--- src/rtl/cnn_pkg.sv ---
// Shared definitions for the CNN datapath blocks.
//   DATA_WIDTH_DEF : default activation width.
//   cnt_width()    : $clog2-based counter width, never narrower than 1 bit.
//   COL_W_DEF /
//   ROW_W_DEF      : counter widths for the default 8x8 feature map.
//   max2()         : signed maximum on MAX2_W-bit operands. Narrower callers
//                    sign-extend into it and truncate the result.
package cnn_pkg;

  localparam int DATA_WIDTH_DEF = 8;
  localparam int IMG_DIM_DEF    = 8;
  localparam int MAX2_W         = 32;

  function automatic int cnt_width(input int n);
    return (n > 1) ? $clog2(n) : 1;
  endfunction

  localparam int COL_W_DEF = cnt_width(IMG_DIM_DEF);
  localparam int ROW_W_DEF = cnt_width(IMG_DIM_DEF);

  // Ties return the common value, so the >= / > choice does not matter.
  function automatic logic signed [MAX2_W-1:0] max2(
    input logic signed [MAX2_W-1:0] a,
    input logic signed [MAX2_W-1:0] b
  );
    return (a >= b) ? a : b;
  endfunction

endpackage

--- src/rtl/maxpool_line_buffer.sv ---
// Half-row line buffer for the 2x2 max-pool stage.
// Holds one horizontal-pair maximum per pooled column of the last even row.
// Contents are not reset: every entry is written on an even row before the
// following odd row reads it.
//   clk     : write clock
//   wr_en   : write strobe
//   wr_addr : write index (col>>1)
//   wr_data : pair maximum to store
//   rd_addr : asynchronous read index (col>>1)
//   rd_data : stored pair maximum
module maxpool_line_buffer
  import cnn_pkg::*;
#(
  parameter int data_width = DATA_WIDTH_DEF,
  parameter int depth      = 4,
  parameter int addr_w     = 2
) (
  input  logic                  clk,
  input  logic                  wr_en,
  input  logic [addr_w-1:0]     wr_addr,
  input  logic [data_width-1:0] wr_data,
  input  logic [addr_w-1:0]     rd_addr,
  output logic [data_width-1:0] rd_data
);

  logic [data_width-1:0] mem_q [depth];

  always_ff @(posedge clk) begin
    if (wr_en) begin
      mem_q[wr_addr] <= wr_data;
    end
  end

  // Asynchronous read, which lets this map onto distributed RAM.
  assign rd_data = mem_q[rd_addr];

endmodule

--- src/rtl/maxpool2x2_stream.sv ---
// Streaming 2x2 / stride-2 max-pool stage.
// Takes one signed activation per accepted cycle in row-major order and
// emits one pooled maximum per 2x2 window, also in row-major order.
//   clk        : clock
//   reset      : asynchronous active-high reset
//   in_valid   : input sample present
//   in_ready   : stage can take a sample (!out_valid || out_ready)
//   in         : signed activation
//   out_valid  : pooled result present
//   out_ready  : consumer takes the result
//   out        : signed pooled maximum
//   frame_done : high in the cycle the last result of a frame is consumed
module maxpool2x2_stream
  import cnn_pkg::*;
#(
  parameter int data_width = DATA_WIDTH_DEF,
  parameter int img_width  = 8,
  parameter int img_height = 8
) (
  input  logic                  clk,
  input  logic                  reset,
  input  logic                  in_valid,
  output logic                  in_ready,
  input  logic [data_width-1:0] in,
  output logic                  out_valid,
  input  logic                  out_ready,
  output logic [data_width-1:0] out,
  output logic                  frame_done
);

  localparam int COL_W    = cnt_width(img_width);
  localparam int ROW_W    = cnt_width(img_height);
  localparam int LB_DEPTH = img_width / 2;
  localparam int ADDR_W   = cnt_width(LB_DEPTH);

  localparam logic [COL_W-1:0] COL_LAST = COL_W'(img_width - 1);
  localparam logic [ROW_W-1:0] ROW_LAST = ROW_W'(img_height - 1);

  function automatic logic signed [data_width-1:0] smax(
    input logic signed [data_width-1:0] a,
    input logic signed [data_width-1:0] b
  );
    logic signed [MAX2_W-1:0] r;
    r = max2(MAX2_W'(a), MAX2_W'(b));
    return r[data_width-1:0];
  endfunction

  logic [COL_W-1:0]              col_q, col_d;
  logic [ROW_W-1:0]              row_q, row_d;
  logic signed [data_width-1:0]  pair_q, pair_d;
  logic signed [data_width-1:0]  out_q, out_d;
  logic                          out_valid_q, out_valid_d;
  logic                          out_last_q, out_last_d;

  logic signed [data_width-1:0]  in_s;
  logic signed [data_width-1:0]  hmax;
  logic signed [data_width-1:0]  pooled;
  logic [data_width-1:0]         lb_rd;
  logic [ADDR_W-1:0]             lb_addr;
  logic                          lb_we;
  logic                          accept;
  logic                          consume;

  assign in_s    = in;
  assign lb_addr = ADDR_W'(col_q >> 1);

  maxpool_line_buffer #(
    .data_width (data_width),
    .depth      (LB_DEPTH),
    .addr_w     (ADDR_W)
  ) u_line_buffer (
    .clk     (clk),
    .wr_en   (lb_we),
    .wr_addr (lb_addr),
    .wr_data (hmax),
    .rd_addr (lb_addr),
    .rd_data (lb_rd)
  );

  always_comb begin
    col_d       = col_q;
    row_d       = row_q;
    pair_d      = pair_q;
    out_d       = out_q;
    out_valid_d = out_valid_q;
    out_last_d  = out_last_q;
    lb_we       = 1'b0;

    // Single output register: a consumed slot can be refilled in the same cycle.
    in_ready = !out_valid_q || out_ready;
    accept   = in_valid && in_ready;
    consume  = out_valid_q && out_ready;
    hmax     = smax(pair_q, in_s);
    pooled   = smax(lb_rd, hmax);

    if (consume) begin
      out_valid_d = 1'b0;
    end

    if (accept) begin
      if (!col_q[0]) begin
        pair_d = in_s;
      end else if (!row_q[0]) begin
        lb_we = 1'b1;
      end else begin
        // A result produced while the old one is consumed overrides the clear above.
        out_d       = pooled;
        out_valid_d = 1'b1;
        out_last_d  = (row_q == ROW_LAST) && (col_q == COL_LAST);
      end

      if (col_q == COL_LAST) begin
        col_d = '0;
        row_d = (row_q == ROW_LAST) ? '0 : row_q + 1'b1;
      end else begin
        col_d = col_q + 1'b1;
      end
    end

    frame_done = consume && out_last_q;
  end

  always_ff @(posedge clk or posedge reset) begin
    if (reset) begin
      col_q       <= '0;
      row_q       <= '0;
      pair_q      <= '0;
      out_q       <= '0;
      out_valid_q <= 1'b0;
      out_last_q  <= 1'b0;
    end else begin
      col_q       <= col_d;
      row_q       <= row_d;
      pair_q      <= pair_d;
      out_q       <= out_d;
      out_valid_q <= out_valid_d;
      out_last_q  <= out_last_d;
    end
  end

  assign out_valid = out_valid_q;
  assign out       = out_q;

endmodule

--- config.mk ---
export PLATFORM = sky130hd
export DESIGN_NAME = maxpool2x2_stream
export DESIGN_NICKNAME = d
export VERILOG_FILES = /design/src/rtl/cnn_pkg.sv /design/src/rtl/maxpool_line_buffer.sv /design/src/rtl/maxpool2x2_stream.sv
export SDC_FILE = /design/constraint.sdc
export NUM_CORES = 1
export LEC_CHECK = 0
export ABC_AREA = 1
export BUFFER_PORTS_ARGS = -buffer_cell sky130_fd_sc_hd__buf_2
export CORE_UTILIZATION = 55
export CTS_BUF_LIST = sky130_fd_sc_hd__clkbuf_8
export DETAILED_ROUTE_END_ITERATION = 16
export GPL_ROUTABILITY_DRIVEN = 1
export PLACE_DENSITY = 0.72
export SETUP_SLACK_MARGIN = 0.15
export SYNTH_ARGS = -nofsm -noshare
export SYNTH_HDL_FRONTEND = slang
export SYNTH_HIERARCHICAL = 1
export SYNTH_SLANG_ARGS = --single-unit
export TNS_END_PERCENT = 20
--- constraint.sdc ---
create_clock -name clk -period 3.7 [get_ports clk]
set_clock_uncertainty 0.15 [all_clocks]
set_input_delay 0.555 -clock clk [delete_from_list [all_inputs] [get_ports clk]]
set_output_delay 0.555 -clock clk [all_outputs]
set_load 0.005 [all_outputs]
==> metrics.md, run 1 <==
| Metric | Value |
|---|---|
| Status | `complete, no violations` |
| Total GRT Usage | `0.225` |
| H-tree lvl count | `2` |
| Setup violators final | `0` |
| Worst VDD drop | `around 560 uV` |
| Max Fclk | `306 MHz` |
| Startpoint class of the critical path | `register` |
| CTS buffer count | `5` |
| Fin nets | `426` |
| Clk_lat worst skew | `0.31 ns` |
| Crit-path max FO | `9` |
| TritonCTS clock tree | `yes` |
| Worst reg-to-reg path cell count | `20` |
| Total wire length | `5.99 mm` |
| Average size of a mapped cell | `8.39 um^2` |
| Kind of critical path | `reg -> reg` |
| Root Driver | `clkbuf_8` |
| Post-layout util | `0.650` |
| Fillcell total | `486` |
| Clock slew at reported path FFs | `0.10 ns` |
| Port bufs | `22` |
| Die Footprint | `0.00590 mm^2` |
| Synth top area share | `0.312` |
| Final Slew Violations | `0` |
| Vias in the first global route | `2146` |
| Synth async-reset ratio | `0.429` |
| N_diodes | `0` |
| Critical path required time | `roughly 3.8 ns` |
| Pwr Total | `3.08 mW` |
| Initial antenna violation count | `0` |
| Tcrit/Tclk final | `0.882` |
| Cell Area, Synth | `0.00308 mm^2` |
| Syn_nets | `399` |
| Gate Count Post-Synth | `367` |
| Max Cap Viol | `0` |
| IO Count | `23` |
| Post-DP HPWL | `approximately 4.3 mm` |
| Die H | `76.8 um` |
| Share of cells above drive strength 1 | `0.119` |
| Worst-case hold slack | `roughly 0.28 ns` |
| Min Tclk post-route | `3.26 ns` |
| PD cells | `906 mW/mm^2` |
| Synth warn | `6` |
| Initial DRC count | `79` |
| FP Rows | `26` |
| Synthesis-stage register bit count | `56` |
| Leading area contributor after synthesis | `edfxtp_1` |
| Worst-case clock buffer depth | `2` |
| Grt ovf | `0` |
| Reg2reg setup slack | `0.44 ns` |
| Final WS setup | `between 0.4 and 0.5 ns` |
| Most frequent cell after synthesis | `nand2_1` |
| Dominant synthesized flop cell | `edfxtp_1` |
| Pleak | `1.82 nW` |
| Post-synth EDFFs | `32` |
| Seq/Total Area, Yosys | `0.507` |
| Least-Margin Pin Slew | `approximately 0.92 ns` |
| RSZ-0062 raised after global routing | `no` |
| RR Endpoint | `out[3]` |
| Dpl ws | `-0.00506 ns` |
| Clock sinks | `56` |
| Slew HR | `0.389` |
| Post-route design area | `0.00340 mm^2` |
| Post-CTS Hold Buffers | `0` |
| Die Wd | `76.8 um` |
| Global-route wire length before repair | `~10 mm` |
| Initial core utilization | `0.588` |
| Post-DRT Antenna Nets | `0` |
| Synth unique cells | `24` |
| Top cells by count, synth | `nand2_1 (127), inv_1 (75), edfxtp_1 (32)` |
| Fin. Hold Viols | `0` |
| Critical Path AT | `3.32 ns` |
| Crit. End Element | `register` |
| Layout area overhead | `10.4%` |
| Core area | `roughly 0.0052 mm^2` |
| Post-DP Area | `0.00326 mm^2` |
| Pre-antenna DRT Iters | `4` |
| Largest net degree at the start of global routing | `25` |
| Vias per Instance | `4.95` |
| Top cells by area, synth | `edfxtp_1 (31%), dfrtp_1 (19%), nand2_1 (15%)` |
| Gpl congestion | `0.858` |
| Hold crit path type | `in -> async` |
| Vias | `2301` |
| Worst r2r src | `pair_q[7]` |
| Drt drc | `0` |
| Average wire per cell in the routed design | `12.9 um` |
## worst max path at each step
| stage | start | endpoint | depth (start not counted) |
|---|---|---|---|
| after global routing | pair_q[3] | out[0] | 22 |
| after detailed placement | in[7] | out[2] | 20 |
| after CTS | pair_q[7] | out[3] | 18 |
| final | pair_q[7] | out[3] | 20 |
| after floorplan | in[7] | out[0] | 19 |
| after global placement | in[7] | out[3] | 20 |
## report_power, final
part | internal, mW | leakage [nW] | switching [mW]
Sequential | 0.914 | 0.590 | 0.153
Combinational | 0.576 | 1.17 | 1.05
Clock | 0.197 | 0.0607 | 0.194
## kinds of logic (layout without fill, tap and decap cells)
logic type / after synthesis / count (layout) / synth area share
simple gates: 182 / 182 / 0.257
buf+inv: 84 / 112 / 0.113
flops: 56 / 56 / 0.507
compound gates: 25 / 25 / 0.0426
fa+ha+maj: 20 / 20 / 0.0812
## metrics by stage
stage	instances	setup TNS (ns)
finish	465	0
global route	465	0
CTS	465	0
detailed placement	457	-0.00506
global placement	457	0
floorplan	367	0
## layer usage
metal,up-vias,GRT usage,share of wire
li1,1212,-,-
met1,1050,0.305,0.49
met2,28,0.362,0.46
met3,11,0.0357,0.022
met4,0,0.0904,0.020
met5,-,0,0
## layout by cell type, fill, tap and decap left out, types with 2 or more instances in the layout
master    count
a21oi_1      14
buf_2        22
buf_4         4
clkbuf_8      5
dfrtp_1      24
edfxtp_1     32
ha_1         19
inv_1        77
inv_4         2
nand2_1     125
nand2_2       3
nand3_1      26
nand3_4       3
nand4_1       9
nor2_1        9
nor3_1        4
o21ai_0       8
## sequential cells by signal (all words and copies together) (netlist names)
signal               flops
u_line_buffer/mem_q     32
out                      8
pair_q                   8
col_q                    3
row_q                    3
out_last_q               1
out_valid                1
## layout make-up
class | count | area [um^2] | area share
flip-flops and latches | 56 | 1560 | 0.459
repair buffers | 26 | 140 | 0.0412
inverters | 78 | 298 | 0.0875
clock inverters | 3 | 37.5 | 0.0110
clock buffers | 5 | 68.8 | 0.0202
multi-input cells | 227 | 1210 | 0.355
well taps | 70 | 87.6 | 0.0257
## worst max-delay path, cell delays in order, from the launching register on
cell,delay [ns]
dfrtp_1,0.44
ha_4,0.31
nand2_1,0.08
nor2_2,0.14
nand2_1,0.12
nand2_1,0.09
nand2_2,0.13
nand3_4,0.13
nand2_1,0.09
nand2_1,0.12
inv_1,0.06
ha_1,0.35
nand2_1,0.10
nor2_1,0.13
nand2_1,0.09
nand3_1,0.13
nand3_4,0.14
inv_4,0.12
nand3_1,0.10
nand2_1,0.10
nand2_1,0.05
## what timing repair did
action | 4_1_cts | 5_1_grt
setup endpoints to repair | 0 | 8
gates resized for setup | 0 | 7
setup buffers | 0 | 0
No activity file was read; power rests on OpenSTA's default activity.
==> run 2: changes to the inputs <==
- CELL_PAD_IN_SITES_DETAIL_PLACEMENT: unset -> 2
- CELL_PAD_IN_SITES_GLOBAL_PLACEMENT: unset -> 2
- CORE_ASPECT_RATIO: unset -> 0.5
- CORE_UTILIZATION: 55 -> 38
- PLACE_DENSITY: 0.72 -> unset
- PLACE_DENSITY_LB_ADDON: unset -> 0.1
==> run 2 against run 1 <==
- total power increased by 16%
- hold slack better by 0.025 ns
- clock-buffer cell count did not move
- register-to-register slack got worse by 0.096 ns
- clock power grew 7.9%
- first-iteration DRC count increased by 94%
- routed wire length is 56% higher
- worst setup slack got worse by 0.096 ns
- fmax fell by 2.9%
- largest cell class unchanged
- largest power group unchanged
- highest routed layer unchanged
==> metrics.md, run 2 (same netlist as run 1, synthesis figures left out) <==
| Metric | Value |
|---|---|
| Initial core utilization | `0.407 (-0.181)` |
| Grt ovf | `0 (unchanged)` |
| N_diodes | `0 (unchanged)` |
| Min Tclk post-route | `3.36 ns (+0.0959 ns)` |
| Post-layout util | `0.474 (-0.175)` |
| Pleak | `1.87 nW (+2.7%)` |
| Crit path buf inv count | `4 (+2)` |
| Setup violators final | `0 (unchanged)` |
| Fin nets | `434 (+1.9%)` |
| Vias in the first global route | `2793 (+30%)` |
| Fin. Hold Viols | `0 (unchanged)` |
| Crit. End Element | `register` |
| Post-CTS Hold Buffers | `0 (unchanged)` |
| Crit-path cells | `ha_1 > nand2_1 > inv_1 > nand2_1 > nand2_1 > nand2_1 > nand2_2 > nand2_4 > nand3_4 > nand2_1 > nand2_2 > inv_1 > ha_4 > nand2_1 > o21a_1 > buf_4 > nand3_2 > nand3_4 > inv_4 > nand3_1 > nand2_1 > nand2_1` |
| Tcrit/Tclk final | `0.908 (+0.0259)` |
| Layout area overhead | `16.5%` |
| Vias | `2537 (+10%)` |
| Vias per Instance | `4.96 (+0.33%)` |
| Post-DP HPWL | `6.64 mm (+53%)` |
| Max Fclk | `298 MHz (-2.9%)` |
| Least-Margin Pin Slew | `1.01 ns (+0.0901 ns)` |
| H-tree lvl count | `2 (unchanged)` |
| Total GRT Usage | `0.239 (+0.0139)` |
| Crit-path max FO | `9 (unchanged)` |
| PD cells | `994 mW/mm^2 (+9.6%)` |
| Area occupied by multi-input gates | `0.00129 mm^2 (+6.6%)` |
| Kind of cell adding the most delay to the critical path | `simple AND/OR/NAND/NOR gates` |
| FP Rows | `22 (-15%)` |
| Average wire per cell in the routed design | `18.4 um (+42%)` |
| Final Slew Violations | `0 (unchanged)` |
| Max incr delay on CP | `0.42 ns (-0.02 ns)` |
| Slew HR | `0.328 (-0.0601)` |
| Status | `complete, no violations` |
| Max Cap Viol | `0 (unchanged)` |
| Most frequent CP cell | `nand2_1` |
| Worst VDD drop | `336 uV (-40%)` |
| Root Driver | `clkbuf_8` |
| Worst reg-to-reg path cell count | `22 (+10%)` |
| Largest net degree at the start of global routing | `25 (unchanged)` |
| Pre-antenna DRT Iters | `4 (unchanged)` |
| Initial DRC count | `153 (+94%)` |
| Post-DRT Antenna Nets | `0 (unchanged)` |
| Slowest-stage cell, CP | `dfrtp_1` |
| Clk_lat worst skew | `0.32 ns (about the same)` |
| Most common cell after layout, fill and taps aside | `nand2_1` |
| Die H | `65.7 um (-15%)` |
| Share of cells above drive strength 1 | `0.169 (+0.0497)` |
| TritonCTS clock tree | `yes` |
| Largest Register | `u_line_buffer/mem_q` |
| Critical Path AT | `3.43 ns (+0.11 ns)` |
| Most frequent cells in the layout | `nand2_1 (118), inv_1 (76), edfxtp_1 (32)` |
| Clock slew at reported path FFs | `0.11 ns (about the same)` |
| Startpoint class of the critical path | `register` |
| Initial antenna violation count | `0 (unchanged)` |
| Core area | `0.00757 mm^2 (+45%)` |
| Die Footprint | `0.00849 mm^2 (+44%)` |
| Post-route design area | `0.00359 mm^2 (+5.5%)` |
| Kind of critical path | `reg -> reg` |
| Worst-case hold slack | `0.303 ns (+0.0247 ns)` |
| Global-route wire length before repair | `14.8 mm (+44%)` |
| WP depth | `22 (+10%)` |
| Critical path required time | `3.77 ns (about the same)` |
| Worst-case clock buffer depth | `2 (unchanged)` |
| IO Count | `23 (unchanged)` |
| FF/Latch Area | `0.00156 mm^2 (about the same)` |
| RSZ-0062 raised after global routing | `no` |
| Post-DP Area | `0.00332 mm^2 (+1.9%)` |
| Hold crit path type | `in -> async` |
| Clock sinks | `56 (unchanged)` |
| Fillcell total | `845 (+74%)` |
| CTS buffer count | `5 (unchanged)` |
| Die Wd | `129 um (+68%)` |
| Max reg flops | `32 (unchanged)` |
| Total wire length | `9.38 mm (+56%)` |
| Port bufs | `22 (unchanged)` |
| Drt drc | `0 (unchanged)` |
| Gpl congestion | `0.750 (-13%)` |
## run 2: cell types whose count changed in the layout (fill, tap and decap cells not counted), sizes merged
cell   delta
nand3     +1
buf       +7
## run 2: layer usage
| metal | share of wire | routed length [um] | vias to the layer above | track usage |
|---|---|---|---|---|
| met2 | 0.49 | 4640 | 33 | 0.425 |
| li1 | - | - | 1227 | - |
| met3 | 0.026 | 240 | 6 | 0.0472 |
| met4 | 0.0078 | 73 | 0 | 0.0250 |
| met1 | 0.47 | 4420 | 1271 | 0.312 |
| met5 | 0 | 0 | - | 0 |
## run 2: repair_timing
| action | 4_1_cts | 5_1_grt |
|---|---|---|
| pin swaps | 0 | 5 |
| gates resized for setup | 4 | 18 |
| setup endpoints to repair | 8 | 8 |
| setup buffers | 0 | 5 |
| gates cloned | 0 | 1 |
| endpoints found under the hold margin | 0 | 0 |
## run 2: layout make-up
class | count | share of cell area
Sequential cell | 56 | 0.435
Clock inverter | 3 | 0.0119
Inverter | 78 | 0.0830
Tap cell | 108 | 0.0377
Multi-Input combinational cell | 228 | 0.359
Timing Repair Buffer | 33 | 0.0537
Clock buffer | 5 | 0.0192
## run 2: stage by stage
| step | total power [mW] | setup WS, ns | setup TNS [ns] | cells |
|---|---|---|---|---|
| detailed placement | 2.83 | -0.132 | -0.924 | 497 |
| global route | 3.86 | 0.0800 | 0 | 511 |
| global placement | 2.67 | 0.0114 | 0 | 497 |
| floorplan | 2.25 | 0.478 | 0 | 367 |
| CTS | 3.34 | 0.165 | 0 | 505 |
| finish | 3.57 | 0.339 | 0 | 511 |
## run 2: worst reg2reg max path: stages (launching register included)
cell     delay (ns)
dfrtp_1        0.42
ha_1           0.30
nand2_1        0.05
inv_1          0.10
nand2_1        0.08
nand2_1        0.07
nand2_1        0.12
nand2_2        0.11
nand2_4        0.10
nand3_4        0.14
nand2_1        0.12
nand2_2        0.15
inv_1          0.10
ha_4           0.29
nand2_1        0.08
o21a_1         0.21
buf_4          0.14
nand3_2        0.09
nand3_4        0.12
inv_4          0.11
nand3_1        0.09
nand2_1        0.09
nand2_1        0.05
## run 2: where the power goes
group          total, mW  internal [mW]  switching (mW)  leakage, nW
sequential          1.05          0.915           0.140        0.589
clock              0.422          0.203           0.219       0.0599
combinational       2.09          0.721            1.37         1.23
## run 2: final timing paths
check                           slack (ns)      start   endpoint
worst max-delay path                  0.34  pair_q[3]     out[4]
worst min-delay path                  0.30      reset  pair_q[2]
worst max register to register        0.34  pair_q[3]     out[4]
worst min register to register        0.34     out[4]     out[4]
max in group asynchronous             2.42      reset  pair_q[7]
min in group clk                      0.34     out[4]     out[4]
